`config.mk`:
```
export PLATFORM = sky130hd
export DESIGN_NAME = vec_exec_seq
export DESIGN_NICKNAME = d
export VERILOG_FILES = /design/src/rtl/vec_pkg.sv /design/src/rtl/vec_lane_alu.sv /design/src/rtl/vec_exec_seq.sv
export SDC_FILE = /design/constraint.sdc
export NUM_CORES = 2
export LEC_CHECK = 0
export CAP_MARGIN = 0
export CORE_AREA = 4 4 423 425
export CTS_BUF_LIST = sky130_fd_sc_hd__clkbuf_8 sky130_fd_sc_hd__clkbuf_16
export DETAILED_ROUTE_END_ITERATION = 16
export DIE_AREA = 0 0 427 429
export GPL_TIMING_DRIVEN = 0
export HOLD_SLACK_MARGIN = 0.03
export PLACE_DENSITY_LB_ADDON = 0.12
export SYNTH_ARGS = -nofsm -noshare
export SYNTH_HDL_FRONTEND = slang
export SYNTH_SLANG_ARGS = --single-unit
```
`constraint.sdc`:
```
create_clock -name clk -period 54.6 [get_ports clk]
set_input_delay 16.38 -clock clk [delete_from_list [all_inputs] [get_ports clk]]
set_output_delay 16.38 -clock clk [all_outputs]
set_load 0.01 [all_outputs]
```
`src/rtl/vec_pkg.sv`:
```
// Shared types for the multi-beat vector execute unit:
// lane ALU op codes, sequencer states and default geometry.
package vec_pkg;

   localparam int DEF_LANES  = 16;
   localparam int DEF_LANE_W = 16;

   typedef enum logic [2:0] {
      OP_ADD = 3'b000,
      OP_SUB = 3'b001,
      OP_AND = 3'b010,
      OP_OR  = 3'b011,
      OP_XOR = 3'b100,
      OP_SLL = 3'b101,
      OP_SRL = 3'b110,
      OP_MUL = 3'b111
   } valu_op_e;

   typedef enum logic [1:0] {
      IDLE,
      EXEC,
      DONE
   } state_e;

endpackage

```
`src/rtl/vec_lane_alu.sv`:
```
// One combinational vector lane: a/b operands, op, lane enable.
// Outputs res (a passed through when disabled) and zero flag.
module vec_lane_alu
   import vec_pkg::*;
#(
   parameter int LANE_W = DEF_LANE_W
) (
   input  logic [LANE_W-1:0] a,
   input  logic [LANE_W-1:0] b,
   input  valu_op_e          op,
   input  logic              en,
   output logic [LANE_W-1:0] res,
   output logic              zero
);

   localparam int SH_W = $clog2(LANE_W);

   logic [LANE_W-1:0] r;
   logic [SH_W-1:0]   sh;

   assign sh = b[SH_W-1:0];

   always_comb begin
      r = '0;
      unique case (op)
         OP_ADD: r = a + b;
         OP_SUB: r = a - b;
         OP_AND: r = a & b;
         OP_OR:  r = a | b;
         OP_XOR: r = a ^ b;
         OP_SLL: r = a << sh;
         OP_SRL: r = a >> sh;
         OP_MUL: r = a * b;
         default: r = '0;
      endcase
   end

   // masked-off lanes merge the A operand and never flag zero
   assign res  = en ? r : a;
   assign zero = en & (r == '0);

endmodule

```
`src/rtl/vec_exec_seq.sv`:
```
// Multi-beat vector execute unit: BEAT_LANES lanes per cycle,
// lane masking, scalar broadcast, valid/ready on both sides.
// Ports: clk, reset (sync, active-high), flush; in_* operation
// side (valid/ready, op, scalar, mask, dst, va, vb, sb);
// out_* result side (valid/ready, dst, result, zero); busy.
module vec_exec_seq
   import vec_pkg::*;
#(
   parameter int LANES      = DEF_LANES,
   parameter int LANE_W     = DEF_LANE_W,
   parameter int BEAT_LANES = 4,
   parameter int REG_W      = 5
) (
   input  logic                    clk,
   input  logic                    reset,
   input  logic                    flush,
   input  logic                    in_valid,
   output logic                    in_ready,
   input  logic [2:0]              in_op,
   input  logic                    in_scalar,
   input  logic [LANES-1:0]        in_mask,
   input  logic [REG_W-1:0]        in_dst,
   input  logic [LANES*LANE_W-1:0] in_va,
   input  logic [LANES*LANE_W-1:0] in_vb,
   input  logic [31:0]             in_sb,
   output logic                    out_valid,
   input  logic                    out_ready,
   output logic [REG_W-1:0]        out_dst,
   output logic [LANES*LANE_W-1:0] out_result,
   output logic [LANES-1:0]        out_zero,
   output logic                    busy
);

   localparam int NBEATS = LANES / BEAT_LANES;
   localparam int BW     = (NBEATS > 1) ? $clog2(NBEATS) : 1;
   localparam int VW     = LANES * LANE_W;
   localparam int BVW    = BEAT_LANES * LANE_W;
   localparam logic [BW-1:0] LAST = BW'(NBEATS - 1);

   generate
      if (LANES % BEAT_LANES != 0) begin : g_bad_beat
         $error("LANES must be a multiple of BEAT_LANES");
      end
   endgenerate

   state_e            state;
   state_e            state_nx;
   logic [BW-1:0]     beat;
   valu_op_e          op_q;
   logic [LANES-1:0]  mask_q;
   logic [REG_W-1:0]  dst_q;
   logic [VW-1:0]     va_q;
   logic [VW-1:0]     vb_q;
   logic [VW-1:0]     res_q;
   logic [LANES-1:0]  zero_q;
   logic              acc;
   logic              sb_unused;

   logic [BVW-1:0]        a_beat;
   logic [BVW-1:0]        b_beat;
   logic [BVW-1:0]        r_beat;
   logic [BEAT_LANES-1:0] m_beat;
   logic [BEAT_LANES-1:0] z_beat;

   // only the low LANE_W bits of the scalar are used
   assign sb_unused = ^in_sb;

   // DONE can hand off and accept in the same cycle
   assign in_ready = (state == IDLE)
                   | ((state == DONE) & out_ready);
   assign acc = in_valid & in_ready & ~flush;

   assign a_beat = va_q[int'(beat)*BVW +: BVW];
   assign b_beat = vb_q[int'(beat)*BVW +: BVW];
   assign m_beat = mask_q[int'(beat)*BEAT_LANES +: BEAT_LANES];

   genvar l;
   generate
      for (l = 0; l < BEAT_LANES; l++) begin : g_lane
         vec_lane_alu #(
            .LANE_W(LANE_W)
         ) u_alu (
            .a   (a_beat[l*LANE_W +: LANE_W]),
            .b   (b_beat[l*LANE_W +: LANE_W]),
            .op  (op_q),
            .en  (m_beat[l]),
            .res (r_beat[l*LANE_W +: LANE_W]),
            .zero(z_beat[l])
         );
      end
   endgenerate

   always_comb begin
      state_nx = state;
      unique case (state)
         IDLE: if (acc) state_nx = EXEC;
         EXEC: if (beat == LAST) state_nx = DONE;
         DONE: begin
            if (out_ready)
               state_nx = in_valid ? EXEC : IDLE;
         end
         default: state_nx = IDLE;
      endcase
      if (flush) state_nx = IDLE;
   end

   always_ff @(posedge clk) begin
      if (reset) state <= IDLE;
      else       state <= state_nx;
   end

   always_ff @(posedge clk) begin
      if (reset || flush || state != EXEC)
         beat <= '0;
      else if (beat == LAST)
         beat <= '0;
      else
         beat <= beat + 1'b1;
   end

   // operands are frozen at acceptance
   always_ff @(posedge clk) begin
      if (acc) begin
         op_q   <= valu_op_e'(in_op);
         mask_q <= in_mask;
         va_q   <= in_va;
         vb_q   <= in_scalar ? {LANES{in_sb[LANE_W-1:0]}}
                             : in_vb;
      end
   end

   always_ff @(posedge clk) begin
      if (reset)    dst_q <= '0;
      else if (acc) dst_q <= in_dst;
   end

   always_ff @(posedge clk) begin
      if (reset) begin
         res_q  <= '0;
         zero_q <= '0;
      end else if (state == EXEC) begin
         res_q[int'(beat)*BVW +: BVW] <= r_beat;
         zero_q[int'(beat)*BEAT_LANES +: BEAT_LANES] <= z_beat;
      end
   end

   assign out_valid  = (state == DONE);
   assign busy       = (state != IDLE);
   assign out_result = res_q;
   assign out_zero   = zero_q;
   assign out_dst    = dst_q;

endmodule

```
======== Word level (Yosys, flattened, before mapping) ========
Cells that the tools add are included.
word-level totals
  flip-flop bits (word level) ............. 812
  input port bits ......................... 574
  word-level logic and storage cells ...... 102
operators by class
  add/subtract/negate cells ............... 11
  multipliers ............................. 4
  equal/unequal tests ..................... 14
  shift-type cells ........................ 15
  mux-type cells .......................... 16
  bitwise operators ....................... 21
  reduce and logical (&&, ||, !) cells .... 12
operators by type and width
  kind                         count
  $pmux W16 S8                 4
  $shiftx A256 B9 Y64          2
  $bwmux W256                  1
  $mux W256                    1
  $shift A64 B33 Y256 const A  1
  $shiftx A64 B33 Y256         1
  $add A16 B16 Y16             4
  $and A16 B16 Y16             4
  $logic_not A16 Y1            4
  $mul A16 B16 Y16             4
  $mux W16                     4
  $or A16 B16 Y16              4
  $shl A16 B4 Y16              4
  $shr A16 B4 Y16              4
  $sub A16 B16 Y16             4
  $xor A16 B16 Y16             4
  $neg A4 Y33                  1
  $neg A8 Y33                  1
  $shift A4 B33 Y16 const A    1
  $shiftx A4 B33 Y16           1
  $bwmux W16                   1
  $shiftx A16 B5 Y4            1
  $eq A3 B3 Y1 const B         4
  $and A1 B1 Y1                7
  other kinds (18)             26

======== Depth between registers and ports, before layout ========
  depth in word-level cells ............... 7
  gate-level depth with buffers ........... 34
  mapped depth without buffers ............ 28

======== Modules after synthesis ========
Synthesis repeated with hierarchy kept, for this count alone.
unflattened totals
  cells, all modules ...................... 6,401
  area total of the unflattened synthesis .. 62,504.9 um2
by module, submodules not included
  module                              instances  cells an instance  area each (um2)
  vec_exec_seq                        1          2,388              31,545.3
  vec_lane_alu (g_lane[1].u_alu ...)  2          990                7,743.7
  vec_lane_alu (g_lane[0].u_alu)      1          1,022              7,772.5
  vec_lane_alu (g_lane[3].u_alu)      1          1,011              7,699.9

======== Worst setup path before layout ========
OpenSTA, ideal clock, no wires.
  kind .................................... input-to-reg
  start point ............................. in flush
  end point ............................... reg dst_q[0], in the netlist out_dst[0]
  arrival time ............................ 57,871 ps
  data required time ...................... 54,431 ps
  slack ................................... -3,439 ps
  stages on the path ...................... 4
  path buffers ............................ 0
  cells stage by stage .................... nand2b_1 a211oi_1 mux2i_1 nor2_1
between the ends
  word-level cells in the longest chain between the ends .. 2
RTL lines
  what                  RTL line             source
  from (decl)           vec_exec_seq.sv:16   input logic flush,
  $not A1 Y1            vec_exec_seq.sv:71   assign acc = in_valid & in_ready & ~flush;
  $and A1 B1 Y1         vec_exec_seq.sv:71
  named net acc         vec_exec_seq.sv:56   logic acc;
  to (signal assigned)  vec_exec_seq.sv:134  else if (acc) dst_q <= in_dst;
  to (decl)             vec_exec_seq.sv:51   logic [REG_W-1:0] dst_q;
The timed path passes the listed nets, and every way through them passes these cells.
A chain may end at the register's enable or synchronous reset.

======== Worst setup path after layout ========
  start point ............................. in out_ready
  end point ............................... out in_ready
between the ends
  word-level cells in the longest chain between the ends .. 2
RTL lines
  what           RTL line            source
  from (decl)    vec_exec_seq.sv:27  input logic out_ready,
  $and A1 B1 Y1  vec_exec_seq.sv:70  | ((state == DONE) & out_ready);
  $or A1 B1 Y1   vec_exec_seq.sv:70
  to (decl)      vec_exec_seq.sv:18  output logic in_ready,
Every way passes these cells.

==> results.json <==
{
  "critPathMaxStageDelay_ps": 580,
  "synth_compound_area_share_pct": 14.3,
  "htreeDepth": 3,
  "cts_hold_buf": 0,
  "cts_tree": "done",
  "antenna_left": 0,
  "cts_made_buffers": 92,
  "grt_max_degree": 21,
  "r2r-end": "out_zero[8]$_SDFFE_PP0P_",
  "initialDrtViolationCount": 6251,
  "synthMuxAreaShare_pct": 9.29,
  "synth.distinct_cells": 90,
  "async_flop_share_pct": 0,
  "outcome": "complete, but fails checks",
  "hold_path_class": "reg2reg",
  "fin_crit_sh_pct": 62.7,
  "synth_top_family_by_area": "adder cells",
  "r2r_cells": 28,
  "critPathMaxFanout": 3,
  "core_um2": 175000,
  "rrSetupSlack_ps": 43120,
  "vias": 55100,
  "end_kind": "output pin",
  "startpoint_type": "primary input",
  "utilization_pct": 43.5,
  "grt_pass1_vias": 55100,
  "die_w_um": 427,
  "path_class": "in2out",
  "antenna_found_initial": 32,
  "fin_cells": 9706,
  "clkSinkCount": 812,
  "gr-total-overflow": 0,
  "start_util_pct": 34.9,
  "fmax_ghz": 0.0292,
  "hold_viol": 0,
  "fillers": 17100,
  "final_nets": 8571,
  "cts_buffer_depth": 3,
  "yosysTopAreaCellShare_pct": 26.1,
  "die_y_um": 429,
  "drc": 0,
  "cp-startpoint": "out_ready",
  "reg2reg_from": "beat[1]$_SDFF_PP0_",
  "syn_nets": 7597,
  "yosysSeqAreaShare_pct": 35.3,
  "yosysTopAreaCell": "edfxtp_1",
  "grtUsageTotal_pct": 33.1,
  "drive_gt1_share_pct": 7.41,
  "synth_xor_area_share_pct": 3.63,
  "port_buffers": 835,
  "seq_area_um2": 21600,
  "critPathRequiredTime_ps": 38220,
  "synth_edf_count": 531,
  "grt_first_pass_wirelength_um": 429000,
  "io_pins": 854,
  "cts-resized-gates": 0,
  "cp-endpoint": "in_ready",
  "tightest_slew_ps": 1490,
  "rows": 154,
  "hpwl_um": 250000,
  "rsz0062_at_grt": "no",
  "ys_warn_count": 0,
  "synth-simple-area-share_pct": 10.5,
  "routedWlPerCell_um": 32.1,
  "skew_ps": 37.6,
  "tns_ps": 0,
  "violations": "max-capacitance violations, max-slew violations",
  "irDropWorstVdd_v": 0.0000285,
  "powerDensity_nw_per_um2": 32.8,
  "power_leakage_uw": 0.0304,
  "finalPower_uw": 2500,
  "fin_crit_ps": 34220,
  "gp_congestion": 1.04,
  "numPlacedInstances": 9522,
  "insertion_delay_ps": 770,
  "maxCapViolCount": 2,
  "slew_violations": 1,
  "drt-pass1-iter-count": 8,
  "path_common_cell": "clkdlybuf4s50_1",
  "dieArea_um2": 183000,
  "totalWireLength_um": 311000,
  "cp_slowest_cell": "clkdlybuf4s50_1",
  "relSlewSlack_pct": -0.106,
  "path_cells": "clkdlybuf4s50_1 > inv_1 > a21oi_1 > clkdlybuf4s50_1",
  "synth_area_um2": 61100,
  "routed_via_density": 5.68,
  "synthTopCellsByArea": "edfxtp_1, fa_1, dfxtp_1",
  "post_synth.cell_area_avg_um2": 9.70,
  "path_clk_slew_ps": 60,
  "finalSetupViolCount": 0,
  "cts-root-buf": "clkbuf_16",
  "synthFlopType": "edfxtp_1",
  "arrival_ps": 17840,
  "syn_to_final_growth_pct": 24.8,
  "synthCells": 6302,
  "postCtsSetupBuffers": 0,
  "synth_fa_ha_area_share_pct": 18.7,
  "ys_seq_elements": 812,
  "multiInputGateArea_um2": 34600
}
-- power by group --
| part | total, uW | internal, uW | switching, uW | leakage [uW] |
|---|---|---|---|---|
| Clock | 618 | 347 | 271 | 0.00152 |
| Combinational | 1200 | 449 | 748 | 0.0216 |
| Sequential | 686 | 680 | 6.22 | 0.00725 |
| Total | 2500 | 1480 | 1030 | 0.0304 |
-- kinds of logic after synthesis --
group | after synthesis
and+or+nand+nor | 1531
AOI/OAI and AO/OA | 1318
buffers and inverters | 1274
DFF | 812
adders and majority gates | 721
muxes | 399
xor gates and xnor gates | 247
-- worst max-delay path, delay by kind of cell --
family          cells  cell delay (ps)
compound gates      1              230
buf+inv             3             1220
-- Yosys cell counts (all sizes together), types with 14 or more instances --
cell     instances
inv            852
nor2           716
edfxtp         531
nand2          495
o21ai          435
ha             397
fa             324
a22oi          297
clkbuf         291
dfxtp          281
xnor2          186
mux2i          158
a21oi          138
mux2           121
mux4           120
buf            118
nor3            69
nand3           66
xor2            57
nand2b          46
a31oi           38
a211oi          37
o22ai           37
o211ai          35
a21o            30
nor2b           27
a2bb2oi         25
o21a            23
a221oi          21
o221ai          20
or3             18
and2            17
a222oi          15
and3            15
o2111ai         14
-- stage by stage --
stage                     setup WS [ps]  hold WS (ps)  area [um^2]
after floorplan                   15480           524        61100
after global placement             4730           466        72400
after detailed placement          20430           479        73200
after CTS                         20410           492        76300
after global routing              20330           508        76300
final                             20380           491        76300
-- how the worst min path moves through the flow --
stage	start	endpoint	slack (ps)	depth (start not counted)
after floorplan	out_result[77]$_SDFFE_PP0P_	out_result[77]$_SDFFE_PP0P_	520	2
after global placement	out_result[205]$_SDFFE_PP0P_	out_result[205]$_SDFFE_PP0P_	470	2
after detailed placement	out_result[27]$_SDFFE_PP0P_	out_result[27]$_SDFFE_PP0P_	480	2
after CTS	out_result[27]$_SDFFE_PP0P_	out_result[27]$_SDFFE_PP0P_	490	2
after global routing	out_result[27]$_SDFFE_PP0P_	out_result[27]$_SDFFE_PP0P_	510	2
final	out_result[27]$_SDFFE_PP0P_	out_result[27]$_SDFFE_PP0P_	490	2
-- area by class of cell --
cell class	instances	area share (%)
antenna	13	0.0426
buffer	409	2.35
clock buffer	106	3.31
clock inverter	65	0.621
inverter	865	4.25
multi-input combinational	4216	45.4
sequential	812	28.3
tap	2340	3.84
timing repair buffer	880	12.0
-- flip-flops by register name, indices dropped and copies added (netlist names) --
register	cells
out_result	256
out_dst	5
out_zero	16
mask_q	16
vb_q	256
va_q	256
beat	2
state	2
op_q	3
-- placed cells by master, fill, tap and decap left out, types with 45 or more instances in the layout --
cell type and n:
o21ai_0 422, xnor2_1 186, a22oi_1 297, clkbuf_1 289, mux4_2 117, nor3_1 66, mux2_2 120, fa_1 324
clkdlybuf4s50_1 835, nand3_1 66, clkbuf_16 95, nand2b_1 46, inv_1 861, ha_1 397, dfxtp_1 281, mux2i_1 156
xor2_1 57, nor2_1 716, edfxtp_1 531, buf_1 45, buf_2 48, a21oi_1 138, nand2_1 495
-- layer usage --
layer | global-route usage, % | share of wire, % | up-vias
met3 | 7.13 | 9.1 | 588
li1 | - | - | 23800
met1 | 43.6 | 41 | 27500
met4 | 14.7 | 5.0 | 14
met5 | 0 | 0.032 | -
met2 | 52.3 | 45 | 3151
Note: power is estimated with default switching activity, not from simulation.
